## src/rtl/axil_proc_pkg.sv

```systemverilog
// Shared constants for the AXI-Lite processing register bank:
// response codes, register indices and the RESULT operating modes.
package axil_proc_pkg;

  localparam logic [1:0] RESP_OKAY   = 2'b00;
  localparam logic [1:0] RESP_SLVERR = 2'b10;

  localparam int REG_DIN     = 0;
  localparam int REG_RESULT  = 1;
  localparam int REG_CTRL    = 2;
  localparam int REG_OPERAND = 3;

  typedef enum logic [1:0] {
    MODE_INV  = 2'd0,
    MODE_ADD  = 2'd1,
    MODE_XOR  = 2'd2,
    MODE_ROTL = 2'd3
  } mode_e;

endpackage

```

## src/rtl/axil_proc_alu.sv

```systemverilog
// Combinational RESULT function: invert, wrapping add, xor or rotate-left
// of DIN, selected by MODE.
module axil_proc_alu
  import axil_proc_pkg::*;
#(
  parameter int DATA_WIDTH = 8
) (
  input  logic [DATA_WIDTH-1:0] DIN,
  input  logic [DATA_WIDTH-1:0] OPERAND,
  input  mode_e                 MODE,
  output logic [DATA_WIDTH-1:0] result
);

  localparam int SH_W = $clog2(DATA_WIDTH);
  localparam logic [SH_W:0] DW_L = (SH_W + 1)'(DATA_WIDTH);

  logic [SH_W-1:0] rot_amt;
  logic [SH_W:0]   rot_back;

  // A zero rotate shifts right by the full width, which yields 0 and leaves DIN intact.
  always_comb begin
    rot_amt  = OPERAND[SH_W-1:0];
    rot_back = DW_L - {1'b0, rot_amt};
    unique case (MODE)
      MODE_INV:  result = ~DIN;
      MODE_ADD:  result = DIN + OPERAND;
      MODE_XOR:  result = DIN ^ OPERAND;
      MODE_ROTL: result = (DIN << rot_amt) | (DIN >> rot_back);
      default:   result = ~DIN;
    endcase
  end

endmodule

```

## src/rtl/axil_regbank_proc.sv

```systemverilog
// AXI-Lite slave register bank with a RESULT register recomputed from
// DIN/CTRL/OPERAND one cycle after any committed write to those registers.
module axil_regbank_proc
  import axil_proc_pkg::*;
#(
  parameter int DATA_WIDTH = 8,
  parameter int NUM_REGS   = 8,
  parameter int ADDR_WIDTH = 4
) (
  input  logic                    clk,
  input  logic                    ARESETN,
  input  logic [ADDR_WIDTH-1:0]   AWADDR,
  input  logic                    AWVALID,
  output logic                    AWREADY,
  input  logic [DATA_WIDTH-1:0]   WDATA,
  input  logic [DATA_WIDTH/8-1:0] WSTRB,
  input  logic                    WVALID,
  output logic                    WREADY,
  output logic                    BVALID,
  input  logic                    BREADY,
  output logic [1:0]              BRESP,
  input  logic [ADDR_WIDTH-1:0]   ARADDR,
  input  logic                    ARVALID,
  output logic                    ARREADY,
  output logic [DATA_WIDTH-1:0]   RDATA,
  output logic [1:0]              RRESP,
  output logic                    RVALID,
  input  logic                    RREADY,
  output logic                    result_upd
);

  localparam int SW    = DATA_WIDTH / 8;
  localparam int IDX_W = $clog2(NUM_REGS);
  localparam logic [ADDR_WIDTH:0] NREGS      = (ADDR_WIDTH + 1)'(NUM_REGS);
  localparam logic [IDX_W-1:0]    I_DIN      = IDX_W'(REG_DIN);
  localparam logic [IDX_W-1:0]    I_RESULT   = IDX_W'(REG_RESULT);
  localparam logic [IDX_W-1:0]    I_CTRL     = IDX_W'(REG_CTRL);
  localparam logic [IDX_W-1:0]    I_OPERAND  = IDX_W'(REG_OPERAND);

  logic                  aw_held;
  logic                  w_held;
  logic [ADDR_WIDTH-1:0] aw_addr_q;
  logic [DATA_WIDTH-1:0] w_data_q;
  logic [SW-1:0]         w_strb_q;
  logic [DATA_WIDTH-1:0] regs [NUM_REGS];
  logic                  res_pend;

  logic                  commit;
  logic                  wr_ok;
  logic                  wr_feeds_result;
  logic [IDX_W-1:0]      aw_idx;
  logic [IDX_W-1:0]      ar_idx;
  logic                  ar_in_range;
  logic [DATA_WIDTH-1:0] wr_merged;
  logic [DATA_WIDTH-1:0] wr_val;
  logic [DATA_WIDTH-1:0] alu_result;
  mode_e                 mode;

  // Handshakes: a transfer happens on the rising edge where VALID && READY;
  // VALID never depends on READY, and a slave output held VALID stays stable
  // (payload included) until the edge that completes its transfer.
  assign AWREADY = !aw_held && !BVALID;
  assign WREADY  = !w_held && !BVALID;
  assign ARREADY = !RVALID;

  assign commit          = aw_held && w_held;
  assign aw_idx          = aw_addr_q[IDX_W-1:0];
  assign ar_idx          = ARADDR[IDX_W-1:0];
  assign ar_in_range     = {1'b0, ARADDR} < NREGS;
  assign wr_ok           = ({1'b0, aw_addr_q} < NREGS) && (aw_idx != I_RESULT);
  assign wr_feeds_result = commit && wr_ok &&
                           (aw_idx == I_DIN || aw_idx == I_CTRL || aw_idx == I_OPERAND);
  assign mode            = mode_e'(regs[I_CTRL][1:0]);

  always_comb begin
    wr_merged = regs[aw_idx];
    for (int b = 0; b < SW; b++) begin
      if (w_strb_q[b]) wr_merged[b*8 +: 8] = w_data_q[b*8 +: 8];
    end
    // CTRL only implements MODE; the rest of the word is held at zero.
    if (aw_idx == I_CTRL) wr_val = {{(DATA_WIDTH-2){1'b0}}, wr_merged[1:0]};
    else                  wr_val = wr_merged;
  end

  axil_proc_alu #(.DATA_WIDTH(DATA_WIDTH)) u_alu (
    .DIN     (regs[I_DIN]),
    .OPERAND (regs[I_OPERAND]),
    .MODE    (mode),
    .result  (alu_result)
  );

  always_ff @(posedge clk or negedge ARESETN) begin
    if (!ARESETN) begin
      aw_held   <= 1'b0;
      w_held    <= 1'b0;
      aw_addr_q <= '0;
      w_data_q  <= '0;
      w_strb_q  <= '0;
      BVALID    <= 1'b0;
      BRESP     <= RESP_OKAY;
    end else begin
      if (AWVALID && AWREADY) begin
        aw_held   <= 1'b1;
        aw_addr_q <= AWADDR;
      end
      if (WVALID && WREADY) begin
        w_held   <= 1'b1;
        w_data_q <= WDATA;
        w_strb_q <= WSTRB;
      end
      if (commit) begin
        aw_held <= 1'b0;
        w_held  <= 1'b0;
        BVALID  <= 1'b1;
        BRESP   <= wr_ok ? RESP_OKAY : RESP_SLVERR;
      end else if (BVALID && BREADY) begin
        BVALID <= 1'b0;
      end
    end
  end

  // A committed write never targets RESULT, so the two updates below never collide.
  always_ff @(posedge clk or negedge ARESETN) begin
    if (!ARESETN) begin
      regs       <= '{default: '0};
      res_pend   <= 1'b0;
      result_upd <= 1'b0;
    end else begin
      if (commit && wr_ok) regs[aw_idx] <= wr_val;
      if (res_pend) regs[I_RESULT] <= alu_result;
      res_pend   <= wr_feeds_result;
      result_upd <= res_pend;
    end
  end

  always_ff @(posedge clk or negedge ARESETN) begin
    if (!ARESETN) begin
      RVALID <= 1'b0;
      RDATA  <= '0;
      RRESP  <= RESP_OKAY;
    end else if (ARVALID && ARREADY) begin
      RVALID <= 1'b1;
      RDATA  <= ar_in_range ? regs[ar_idx] : '0;
      RRESP  <= ar_in_range ? RESP_OKAY : RESP_SLVERR;
    end else if (RVALID && RREADY) begin
      RVALID <= 1'b0;
    end
  end

endmodule

```

## config.mk

```make
export PLATFORM = sky130hd
export DESIGN_NAME = axil_regbank_proc
export DESIGN_NICKNAME = d
export VERILOG_FILES = /design/src/rtl/axil_proc_pkg.sv /design/src/rtl/axil_proc_alu.sv /design/src/rtl/axil_regbank_proc.sv
export SDC_FILE = /design/constraint.sdc
export NUM_CORES = 1
export LEC_CHECK = 0
export ABC_AREA = 0
export CAP_MARGIN = 20
export CORE_MARGIN = 4
export CORE_UTILIZATION = 45
export DETAILED_ROUTE_END_ITERATION = 10
export GPL_TIMING_DRIVEN = 0
export HOLD_SLACK_MARGIN = 0.06
export PLACE_DENSITY_LB_ADDON = 0.2
export SYNTH_ARGS = -nofsm -noshare
export SYNTH_HDL_FRONTEND = slang
export SYNTH_SLANG_ARGS = --single-unit
```

## constraint.sdc

```tcl
create_clock -name clk -period 3.1 [get_ports clk]
set_input_delay 0.93 -clock clk [delete_from_list [all_inputs] [get_ports clk]]
set_output_delay 0.93 -clock clk [all_outputs]
set_load 0.01 [all_outputs]
```

==> reports/metrics.cfg <==
[status]
status=complete, no violations

[logic_synthesis]
synthAdderAreaFrac=0.0233
synth-simple-area-share=0.102
synth-compound-area-share=0.134
yosysUniqueCellTypes=66
synth_flop_cell=dfrtp_1
synthMuxAreaShare=0.271
syn_area_um2=5690
synth_edf_count=0
yosys_warnings=0
syn_inst=515
async_flop_share=1.00
synth_top_family_by_area=multiplexers
avgSynthCellArea_um2=11.0
ys_ff_latch=93
yosysSeqAreaShare=0.409
synth_xor_area_frac=0.0123

[global_routing]
grt_pass1_vias=4447
antenna_found_initial=0
grt_pass1_wl_um=25000
track_usage=0.221
grt_max_degree=57
globalRoute.totalOverflow=0

[finish]
nets=597
drive_above_1_share=0.254
syn2layout_area_growth_pct=16.3
final_core_util=0.541
finalInstanceArea_um2=6610
final_cell_count_no_fill=736
n_antenna_cell=0

[die]
core-area_um2=12200
dieHeight_um=120
die-area_um2=14500
initial_core_util=0.466
num_rows=40
die_width_um=120
ios=42

[place]
dp_cells=721
hpwl_um=11600
port_buffers=36
dpl_cell_area_um2=6290
place.gp.congestion=0.913

[timing]
fin_crit_sh=0.923
finalSetupViolations=0
tightestPinTransition_ps=965
grt_setup_unrepaired=no
skew_ps=6.64
setup_tns_ps=0
period_needed_ps=2860
finalHoldViolations=0
drv_slew=0
fmax_mhz=350
max_slew_margin=0.353

[flow_run]
drv_cap=0

[setup_path]
critPathMaxFanout=10
crit_chain=buf_2 > buf_2 > inv_1 > ha_1 > xor2_2 > mux2_2 > o32ai_1 > o21ai_0 > a31oi_1
critPathLaunchType=flip-flop
worstSetupPathType=reg2reg
end_kind=flip-flop
crit_path_max_incr_delay_ps=440
crit_slowest_cell=xor2_2
cp_common_cell=buf_2
worst_ep_required_time_ps=3360
crit_arrival_ps=3120

[clocking]
clkSinkCount=93
path_clk_slew_ps=60
postCtsSetupRepairBufs=0
clk_latency_ps=350
numCtsBuffers=9
root_buffer=clkbuf_16
tritoncts=yes
clockBufferDepth=2
htreeDepth=3

[route]
vias_per_cell=6.07
vias=4469
drt_pass1_iterations=5
postRouteAntennaNets=0
drc=0
initialDrtViolationCount=444
wire_per_inst_um=21.4
totalWireLength_um=15700

[min_path]
hold_path.class=reg2reg

[power]
p_leak_nw=2.84
p_per_area_nw_per_um2=1030
power_frac_comb=0.517
switching_share=0.420
clock_power_share=0.174
p_total_w=0.00684
vdd_drop_max_uv=446
p_sw_w=0.00287
p_seq_frac=0.309
p_int_w=0.00397

area by class of cell:
| type | instances | area (um^2) |
|---|---|---|
| clock buffer | 9 | 225 |
| fill | 1131 | 5600 |
| buffer | 40 | 201 |
| clock inverter | 7 | 96.3 |
| multi-input combinational | 365 | 3100 |
| inverter | 17 | 63.8 |
| tap | 168 | 210 |
| sequential | 93 | 2330 |
| timing repair buffer | 37 | 385 |
registers in the layout, indices dropped and copies added (netlist names), 2 cells and up:
name / cells
RDATA: 8
aw_addr_q: 4
regs: 62
w_data_q: 8
mode: 2
path summary, 6_finish.rpt:
kind	start	end	slack, ps	depth (start not counted)
hold / removal	RDATA[6]	RDATA[6]	470	2
min in group asynchronous	ARESETN	RDATA[4]	560	1
setup reg to reg	regs[32]	regs[50]	240	9
setup / recovery	regs[32]	regs[50]	240	9
max in group asynchronous	ARESETN	regs[28]	1900	2
hold reg to reg	RDATA[6]	RDATA[6]	470	2
metal layers:
metal	up-vias	global-route usage	wire, um
met1	2233	0.320	6720
met5	-	0	0
met3	34	0.0468	1370
met4	0	0.0552	374
met2	218	0.342	7260
li1	1984	-	-
repair_timing:
action                     CTS  global route
pin swaps                    0             0
hold buffers                 0             0
setup endpoints to repair    1             6
gates resized for setup      1             2
cell usage after synthesis, types with 10 or more instances:
library cell,instances,area share
a21oi_1,27,0.024
nor2_1,27,0.018
nand2_1,34,0.022
buf_2,10,0.0088
mux4_2,26,0.10
mux2i_1,21,0.037
nor2b_1,16,0.018
mux2_2,66,0.13
clkbuf_1,19,0.013
dfrtp_1,93,0.41
o21ai_0,36,0.032
inv_1,16,0.011
cell families after synthesis:
family / after synthesis
xor+xnor: 8
fa+ha+maj: 10
simple gates: 116
flops: 93
other cells: 1
compound gates: 116
buf+inv: 58
mux: 113
power by group through the flow:
stage | logic, W | clock network (W) | registers, W
after CTS | 0.00350 | 0.00121 | 0.00210
final | 0.00354 | 0.00119 | 0.00211
after detailed placement | 0.00347 | 0 | 0.00212
after global placement | 0.00341 | 0 | 0.00210
after global routing | 0.00383 | 0.00126 | 0.00216
after floorplan | 0.00253 | 0 | 0.00196
cells in the final DEF (no fill, tap or decap), types with 3 or more instances in the layout:
cell,synthesis,layout
mux2i_1,21,21
a21oi_1,27,27
mux4_2,26,26
nor2_1,27,27
nor2b_1,16,16
xnor2_1,5,5
nor3_2,3,3
clkbuf_16,0,9
buf_4,8,9
nand2b_1,3,3
nand2_1,34,34
nand3_1,9,9
ha_1,9,9
o221ai_1,3,3
nor3_1,6,6
clkbuf_1,19,17
buf_1,3,3
a22oi_1,3,3
buf_2,10,10
nand3b_1,3,3
a21o_1,3,3
and2_1,3,3
mux2_2,66,66
o211ai_1,3,3
dfrtp_1,93,93
clkdlybuf4s50_1,0,35
o21ai_0,36,36
and3_1,4,4
a31oi_1,8,8
inv_1,16,16
per-stage QoR:
| step | hold WS [ps] | setup WS, ps |
|---|---|---|
| after CTS | 475 | 17.7 |
| final | 475 | 240 |
| after detailed placement | 462 | -35.0 |
| after global routing | 484 | 117 |
| after floorplan | 372 | 656 |
| after global placement | 461 | -2270 |
worst max-delay path, delay by kind of cell (launching register included):
family / cells / cell delay, ps
flops: 1 / 360
xor+xnor: 1 / 440
buf+inv: 3 / 740
compound gates: 3 / 560
mux: 1 / 390
fa+ha+maj: 1 / 280
(Power assumes the default switching activity.)
